[config.mk]
export PLATFORM = sky130hd
export DESIGN_NAME = regfile_port_scheduler_flat
export DESIGN_NICKNAME = d
export VERILOG_FILES = /design/src/rtl/regfile_port_scheduler_if.sv /design/src/rtl/regfile_port_scheduler.sv /design/src/flat_wrapper.sv
export SDC_FILE = /design/constraint.sdc
export NUM_CORES = 1
export LEC_CHECK = 0
export ABC_AREA = 1
export CAP_MARGIN = 20
export CORE_ASPECT_RATIO = 0.7
export CORE_MARGIN = 2
export CORE_UTILIZATION = 45
export DETAILED_ROUTE_END_ITERATION = 10
export PLACE_DENSITY = 0.8
export SLEW_MARGIN = 15
export SYNTH_ARGS = -nofsm -noshare
export SYNTH_HDL_FRONTEND = slang
export SYNTH_SLANG_ARGS = --single-unit
[constraint.sdc]
create_clock -name i_clock -period 4.83 [get_ports i_clock]
set_clock_uncertainty 0.1 [all_clocks]
set_input_delay 0.966 -clock i_clock [delete_from_list [all_inputs] [get_ports i_clock]]
set_output_delay 0.966 -clock i_clock [all_outputs]
set_load 0.05 [all_outputs]
[src/rtl/regfile_port_scheduler_if.sv]
// regfile_port_scheduler_if
//   Bundles every non-clock/reset signal of the write-port scheduler.
//   slave  : the scheduler (takes requests, drives grants, hazards and the
//            register-file write port).
//   master : the surrounding pipeline / bench (drives requests and read
//            addresses, observes grants and hazards).
//   Macro REGFILE_BYPASS_EN adds the forwarding outputs fwd_rs1_* / fwd_rs2_*.
interface regfile_port_scheduler_if;
  logic        req0_valid;
  logic [4:0]  req0_rd;
  logic [31:0] req0_data;
  logic        req0_ready;
  logic        req1_valid;
  logic [4:0]  req1_rd;
  logic [31:0] req1_data;
  logic        req1_ready;
  logic        issue_valid;
  logic [4:0]  issue_rd;
  logic        issue_ready;
  logic [4:0]  addr_rs1;
  logic [4:0]  addr_rs2;
  logic        hazard_rs1;
  logic        hazard_rs2;
  logic        rf_write_enable;
  logic [4:0]  rf_addr_rd;
  logic [31:0] rf_data_rd;
`ifdef REGFILE_BYPASS_EN
  logic        fwd_rs1_valid;
  logic [31:0] fwd_rs1_data;
  logic        fwd_rs2_valid;
  logic [31:0] fwd_rs2_data;
`endif

  modport slave (
    input  req0_valid, req0_rd, req0_data,
    input  req1_valid, req1_rd, req1_data,
    input  issue_valid, issue_rd,
    input  addr_rs1, addr_rs2,
    output req0_ready, req1_ready, issue_ready,
    output hazard_rs1, hazard_rs2,
`ifdef REGFILE_BYPASS_EN
    output fwd_rs1_valid, fwd_rs1_data, fwd_rs2_valid, fwd_rs2_data,
`endif
    output rf_write_enable, rf_addr_rd, rf_data_rd
  );

  modport master (
    output req0_valid, req0_rd, req0_data,
    output req1_valid, req1_rd, req1_data,
    output issue_valid, issue_rd,
    output addr_rs1, addr_rs2,
    input  req0_ready, req1_ready, issue_ready,
    input  hazard_rs1, hazard_rs2,
`ifdef REGFILE_BYPASS_EN
    input  fwd_rs1_valid, fwd_rs1_data, fwd_rs2_valid, fwd_rs2_data,
`endif
    input  rf_write_enable, rf_addr_rd, rf_data_rd
  );
endinterface

[src/rtl/regfile_port_scheduler.sv]
// regfile_port_scheduler
//   Shares the single write port of a 32x32 register file between the ALU
//   writeback (req0) and the load writeback (req1). req1 wins by default;
//   req0 is force-granted after STARVE_LIMIT consecutive lost cycles.
//   A per-register pending-write counter (claimed by the issue stage,
//   released when the staged write is presented) drives RAW hazard flags.
//
// Ports
//   i_clock  : system clock, rising edge
//   i_reset  : asynchronous, active-high reset
//   bus      : regfile_port_scheduler_if.slave
//              req0_*/req1_* writeback handshakes (ready combinational)
//              issue_* destination claim (ready combinational)
//              addr_rs1/2 -> hazard_rs1/2
//              rf_write_enable/rf_addr_rd/rf_data_rd (registered)
//
// Macro REGFILE_BYPASS_EN: adds fwd_rs1/2_valid/data, forwarding the staged
//   write; a read whose only outstanding write is the staged one is then
//   not flagged as a hazard.
module regfile_port_scheduler #(
  parameter int STARVE_LIMIT = 4,
  parameter int PEND_W       = 2
) (
  input logic                    i_clock,
  input logic                    i_reset,
  regfile_port_scheduler_if.slave bus
);

  localparam int SW = $clog2(STARVE_LIMIT + 1);
  localparam logic [PEND_W-1:0] CNT_MAX = '1;
  localparam logic [PEND_W-1:0] CNT_ONE = PEND_W'(1);

  logic [SW-1:0]     r_starve;
  logic              r_we;
  logic [4:0]        r_addr;
  logic [31:0]       r_data;
  logic [PEND_W-1:0] r_cnt [32];

  logic        w_g0;
  logic        w_g1;
  logic        w_issue_ok;
  logic [31:0] w_inc;
  logic [31:0] w_dec;
  logic        w_haz1_base;
  logic        w_haz2_base;

  assign w_g0 = bus.req0_valid && (!bus.req1_valid || (r_starve == SW'(STARVE_LIMIT)));
  assign w_g1 = bus.req1_valid && !w_g0;

  assign w_issue_ok = (bus.issue_rd == 5'd0) || (r_cnt[bus.issue_rd] != CNT_MAX);

  assign bus.req0_ready  = w_g0;
  assign bus.req1_ready  = w_g1;
  assign bus.issue_ready = w_issue_ok;

  // Decrement is suppressed at zero so a stray write never wraps the count.
  always_comb begin
    w_inc = '0;
    w_dec = '0;
    for (int i = 1; i < 32; i++) begin
      w_inc[i] = bus.issue_valid && w_issue_ok && (bus.issue_rd == 5'(i));
      w_dec[i] = r_we && (r_addr == 5'(i)) && (r_cnt[i] != '0);
    end
  end

  assign w_haz1_base = (bus.addr_rs1 != 5'd0) && (r_cnt[bus.addr_rs1] != '0);
  assign w_haz2_base = (bus.addr_rs2 != 5'd0) && (r_cnt[bus.addr_rs2] != '0);

`ifdef REGFILE_BYPASS_EN
  logic w_fwd1;
  logic w_fwd2;
  assign w_fwd1 = r_we && (r_addr == bus.addr_rs1) && (bus.addr_rs1 != 5'd0);
  assign w_fwd2 = r_we && (r_addr == bus.addr_rs2) && (bus.addr_rs2 != 5'd0);
  assign bus.fwd_rs1_valid = w_fwd1;
  assign bus.fwd_rs2_valid = w_fwd2;
  assign bus.fwd_rs1_data  = r_data;
  assign bus.fwd_rs2_data  = r_data;
  // The staged write is the last outstanding one: forwarding covers it.
  assign bus.hazard_rs1 = w_haz1_base && !(w_fwd1 && (r_cnt[bus.addr_rs1] == CNT_ONE));
  assign bus.hazard_rs2 = w_haz2_base && !(w_fwd2 && (r_cnt[bus.addr_rs2] == CNT_ONE));
`else
  assign bus.hazard_rs1 = w_haz1_base;
  assign bus.hazard_rs2 = w_haz2_base;
`endif

  assign bus.rf_write_enable = r_we;
  assign bus.rf_addr_rd      = r_addr;
  assign bus.rf_data_rd      = r_data;

  always_ff @(posedge i_clock or posedge i_reset) begin
    if (i_reset) begin
      r_starve <= '0;
      r_we     <= 1'b0;
      r_addr   <= '0;
      r_data   <= '0;
      for (int i = 0; i < 32; i++) r_cnt[i] <= '0;
    end else begin
      if (bus.req0_valid && !w_g0) begin
        if (r_starve != SW'(STARVE_LIMIT)) r_starve <= r_starve + SW'(1);
      end else begin
        r_starve <= '0;
      end

      // rd=0 transfers are accepted and staged but never enable a write.
      if (w_g0) begin
        r_addr <= bus.req0_rd;
        r_data <= bus.req0_data;
        r_we   <= (bus.req0_rd != 5'd0);
      end else if (w_g1) begin
        r_addr <= bus.req1_rd;
        r_data <= bus.req1_data;
        r_we   <= (bus.req1_rd != 5'd0);
      end else begin
        r_we   <= 1'b0;
      end

      for (int i = 1; i < 32; i++) begin
        if (w_inc[i] && !w_dec[i])      r_cnt[i] <= r_cnt[i] + CNT_ONE;
        else if (w_dec[i] && !w_inc[i]) r_cnt[i] <= r_cnt[i] - CNT_ONE;
      end
    end
  end

endmodule

[src/flat_wrapper.sv]
// flat-port wrapper written by rule: the top's interface ports become plain ports
module regfile_port_scheduler_flat 
#(
  parameter int STARVE_LIMIT = 4,
  parameter int PEND_W       = 2
)
  (i_clock, i_reset, bus_req0_valid, bus_req0_rd, bus_req0_data, bus_req1_valid, bus_req1_rd, bus_req1_data, bus_issue_valid, bus_issue_rd, bus_addr_rs1, bus_addr_rs2, bus_req0_ready, bus_req1_ready, bus_issue_ready, bus_hazard_rs1, bus_hazard_rs2, bus_rf_write_enable, bus_rf_addr_rd, bus_rf_data_rd);
  regfile_port_scheduler_if bus_i ();
  input logic i_clock;
  input logic i_reset;
  input wire logic [$bits(bus_i.req0_valid)-1:0] bus_req0_valid;
  input wire logic [$bits(bus_i.req0_rd)-1:0] bus_req0_rd;
  input wire logic [$bits(bus_i.req0_data)-1:0] bus_req0_data;
  input wire logic [$bits(bus_i.req1_valid)-1:0] bus_req1_valid;
  input wire logic [$bits(bus_i.req1_rd)-1:0] bus_req1_rd;
  input wire logic [$bits(bus_i.req1_data)-1:0] bus_req1_data;
  input wire logic [$bits(bus_i.issue_valid)-1:0] bus_issue_valid;
  input wire logic [$bits(bus_i.issue_rd)-1:0] bus_issue_rd;
  input wire logic [$bits(bus_i.addr_rs1)-1:0] bus_addr_rs1;
  input wire logic [$bits(bus_i.addr_rs2)-1:0] bus_addr_rs2;
  output wire logic [$bits(bus_i.req0_ready)-1:0] bus_req0_ready;
  output wire logic [$bits(bus_i.req1_ready)-1:0] bus_req1_ready;
  output wire logic [$bits(bus_i.issue_ready)-1:0] bus_issue_ready;
  output wire logic [$bits(bus_i.hazard_rs1)-1:0] bus_hazard_rs1;
  output wire logic [$bits(bus_i.hazard_rs2)-1:0] bus_hazard_rs2;
  output wire logic [$bits(bus_i.rf_write_enable)-1:0] bus_rf_write_enable;
  output wire logic [$bits(bus_i.rf_addr_rd)-1:0] bus_rf_addr_rd;
  output wire logic [$bits(bus_i.rf_data_rd)-1:0] bus_rf_data_rd;
  assign bus_i.req0_valid = bus_req0_valid;
  assign bus_i.req0_rd = bus_req0_rd;
  assign bus_i.req0_data = bus_req0_data;
  assign bus_i.req1_valid = bus_req1_valid;
  assign bus_i.req1_rd = bus_req1_rd;
  assign bus_i.req1_data = bus_req1_data;
  assign bus_i.issue_valid = bus_issue_valid;
  assign bus_i.issue_rd = bus_issue_rd;
  assign bus_i.addr_rs1 = bus_addr_rs1;
  assign bus_i.addr_rs2 = bus_addr_rs2;
  assign bus_req0_ready = bus_i.req0_ready;
  assign bus_req1_ready = bus_i.req1_ready;
  assign bus_issue_ready = bus_i.issue_ready;
  assign bus_hazard_rs1 = bus_i.hazard_rs1;
  assign bus_hazard_rs2 = bus_i.hazard_rs2;
  assign bus_rf_write_enable = bus_i.rf_write_enable;
  assign bus_rf_addr_rd = bus_i.rf_addr_rd;
  assign bus_rf_data_rd = bus_i.rf_data_rd;
  regfile_port_scheduler #(.STARVE_LIMIT(STARVE_LIMIT), .PEND_W(PEND_W)) u_core (.i_clock(i_clock), .i_reset(i_reset), .bus(bus_i));
endmodule
==> run_results.csv <==
group,metric,value,unit
run_status,status,"finished, final reports clean",
die,std_cell_rows,38,
die,core-area,0.01540,mm²
critical_path,arrival,3.31,ns
finish,postLayoutCoreUtil,57.84,%
grt,grt_max_degree,77,
critical_path,cp_common_cell,"nand2_1",
finish,nNetsFinal,1217,
critical_path,worstSetupPathType,"in -> out",
finish,antenna_cells,0,
routing,drtIter0Drc,670,
synth,synthArstFlopShare,100.0,%
clocking,cts_made_buffers,9,
routing,ant_nets,0,
die,die-area,0.01672,mm²
synth,syn_area_per_cell,7.290,µm²
clocking,clk_pin_slew,0.07,ns
critical_path,crit_path_start,"bus_addr_rs1[1]",
placed_design,place_congestion,0.9394,
synth,synth_top_family_by_area,"simple AND/OR/NAND/NOR gates",
die,pin_count,137,
synth,synthXorXnorAreaFrac,7.819,%
finish,syn_to_final_growth,26.26,%
critical_path,cp_data_required_time,3.76,ns
synth,synthSimpleGateAreaFrac,28.40,%
synth,post-synth-top-count-cell,"nand2_1",
synth,synth_edf_count,0,
critical_path,max_stage_delay,0.78,ns
critical_path,cp-end-kind,"primary output",
synth,synth_compound_area_share,12.66,%
clocking,cts_resized,0,
finish,drive_above_1_share,5.027,%
synth,synth_top_cell_by_area,"dfrtp_1",
critical_path,critPathLaunchType,"input port",
clocking,holdBufCountCts,0,
sta,rsz0062_at_grt,"no",
synth,yosys.area_share.adder,5.851,%
grt,grt.total_usage,24.87,%
die,initial_core_util,45.81,%
routing,dr.pass1.iters,5,
sta,worst_pin_slew,1.008,ns
pwr,ir_drop,0.1958,mV
clocking,cts_tree,"done",
grt,grt-ovfl-total,0,
job,maxCapViolations,0,
sta,hold_viol,0,
die,die_h,108.8,µm
placed_design,portBuffers,136,
critical_path,path_cells,"clkdlybuf4s50_1 > nor2_1 > inv_1 > o21ai_0 > o21ai_0 > nand3_1 > nand2_1 > nand2_1 > nand2_1 > inv_1 > clkdlybuf4s50_1",
die,die_w,153.7,µm
synth,synth_cell_types,33,
synth,ys_ff_latch,103,
critical_path,cp_num_buf_inv,4,
sta,max_freq,228.7,MHz
synth,syn_area,0.007057,mm²
clocking,htree_num_levels,3,
sta,min_period_over_period,90.53,%
routing,vias_per_cell,5.351,
hold_path,hold_start,"u_core.r_cnt[22]$_DFFE_PP0P_",
routing,wire_per_inst,15.76,µm
synth,synthMuxAreaShare,0,%
grt,grt_first_pass_wirelength,33290,µm
clocking,cts_root_buf,"clkbuf_16",
pwr,cellPowerDensity,390.1,mW/mm²
routing,wirelength,20400,µm
critical_path,slowest_stage,"clkdlybuf4s50_1",
pwr,cellLeakagePower,0.004095,µW
clocking,clockBufferDepth,2,
clocking,clk_latency,0.36,ns
sta,fin_crit,4.372,ns
clocking,post-cts-setup-buffers,0,
sta,setup-tns-final,0,ns
synth,ys_seq_area_share,36.52,%
hold_path,min_path_type,"reg -> reg",
synth,ys.flop_type,"dfrtp_1",
synth,synthTopCellsByArea,"dfrtp_1, nand2_1, nand3_1, nor2_1, ha_1",
routing,drc,0,
routing,vias,6924,
synth,postSynthCellCount,968,
sta,finalSetupViolCount,0,
synth,ys_warn_count,2,
grt,grt_pass1_vias,6576,
placed_design,dp_hpwl,15270,µm
critical_path,r2r_start,"u_core.r_starve[0]$_DFFE_PP0P_",
critical_path,cpLargestDelayFamily,"buffers and inverters",
sta,drv_slew,0,
synth,synth_top_area_share,36.52,%
critical_path,critPathMaxFanout,7,
grt,antenna_found_initial,0,
clocking,clock_sinks,103,
synth,synth_common_cells,"nand2_1, nor2_1, dfrtp_1",
synth,synthesis.nets,1095,
sta,slew_headroom,32.36,%
-- worst register-to-register path: cells and delay by family (launching register included) --
| kind | cells | cell delay [ns] |
|---|---|---|
| buffers and inverters | 3 | 1.44 |
| AOI/OAI and AO/OA | 2 | 0.71 |
| DFF | 1 | 0.40 |
| and+or+nand+nor | 1 | 0.16 |
| adders and majority gates | 1 | 0.14 |
-- cell usage in the layout (no fill, tap or decap), types with 6 or more instances in the layout --
cell type          n
a21oi_1           39
a22oi_1            6
a31oi_1            6
buf_4             13
clkbuf_16          9
clkdlybuf4s50_1  134
dfrtp_1          103
ha_1              33
inv_1            101
nand2_1          224
nand3_1           98
nor2_1           123
nor2_2            11
o211ai_1           8
o21ai_0           53
o31ai_1           34
xnor2_1           33
xor2_1            30
-- state kept, by name (all words and copies together) (netlist names) --
signal and flops:
u_core.bus.rf_addr_rd 5, u_core.bus.rf_data_rd 32, u_core.bus.rf_write_enable 1, u_core.r_cnt 62, u_core.r_starve 3
-- area by class of cell --
type	instances	area, µm²
timing repair buffer	150	1506
multi-input combinational	720	3870
clock inverter	6	77.57
clock buffer	9	225.2
tap	200	250.2
fill	1465	6495
sequential	103	2577
inverter	106	402.9
-- metal layers --
layer	global-route usage [%]	routed length, µm	up-vias
li1	-	-	3386
met5	0	0	-
met2	37.94	8893	265
met4	6.750	295	0
met3	5.326	1765	29
met1	35.88	9444	3244
-- logic make-up (layout without fill, tap and decap cells) --
logic type / count (synthesis) / in the layout
and+or+nand+nor: 474 / 474
AOI/OAI and AO/OA: 150 / 150
buffers and inverters: 145 / 271
DFF: 103 / 103
xor gates and xnor gates: 63 / 63
adders and majority gates: 33 / 33
-- worst paths after layout --
path                                                         to  slack (ns)  depth (start not counted)
hold / removal                     u_core.r_cnt[22]$_DFFE_PP0P_        0.38                          1
setup / recovery                                 bus_hazard_rs1        0.46                         11
min in group asynchronous           u_core.r_cnt[8]$_DFFE_PP0P_        0.79                          2
max in group asynchronous          u_core.r_cnt[28]$_DFFE_PP0P_        2.82                          4
hold reg to reg                    u_core.r_cnt[22]$_DFFE_PP0P_        0.38                          1
setup reg to reg           u_core.bus.rf_write_enable$_DFF_PP0_        1.77                          7
-- report_power, final --
group          internal, µW  switching (µW)  total [µW]
Clock                   410             363         773
Sequential             1150             219        1370
Combinational           494             842        1340
-- through the flow --
step                      setup WS, ns  std cells  hold WS, ns  instance area (µm²)  power (µW)
after detailed placement        0.4618       1278       0.3636                 8579        2690
after global routing            0.2623       1294       0.3998                 8910        3716
after floorplan                  1.060        968       0.3373                 7057        2268
final                           0.4576       1294       0.3755                 8910        3476
after global placement          0.5113       1278       0.3632                 8579        2664
after CTS                       0.4608       1293       0.3789                 8882        3476
Power figures use the tool's default switching activity.
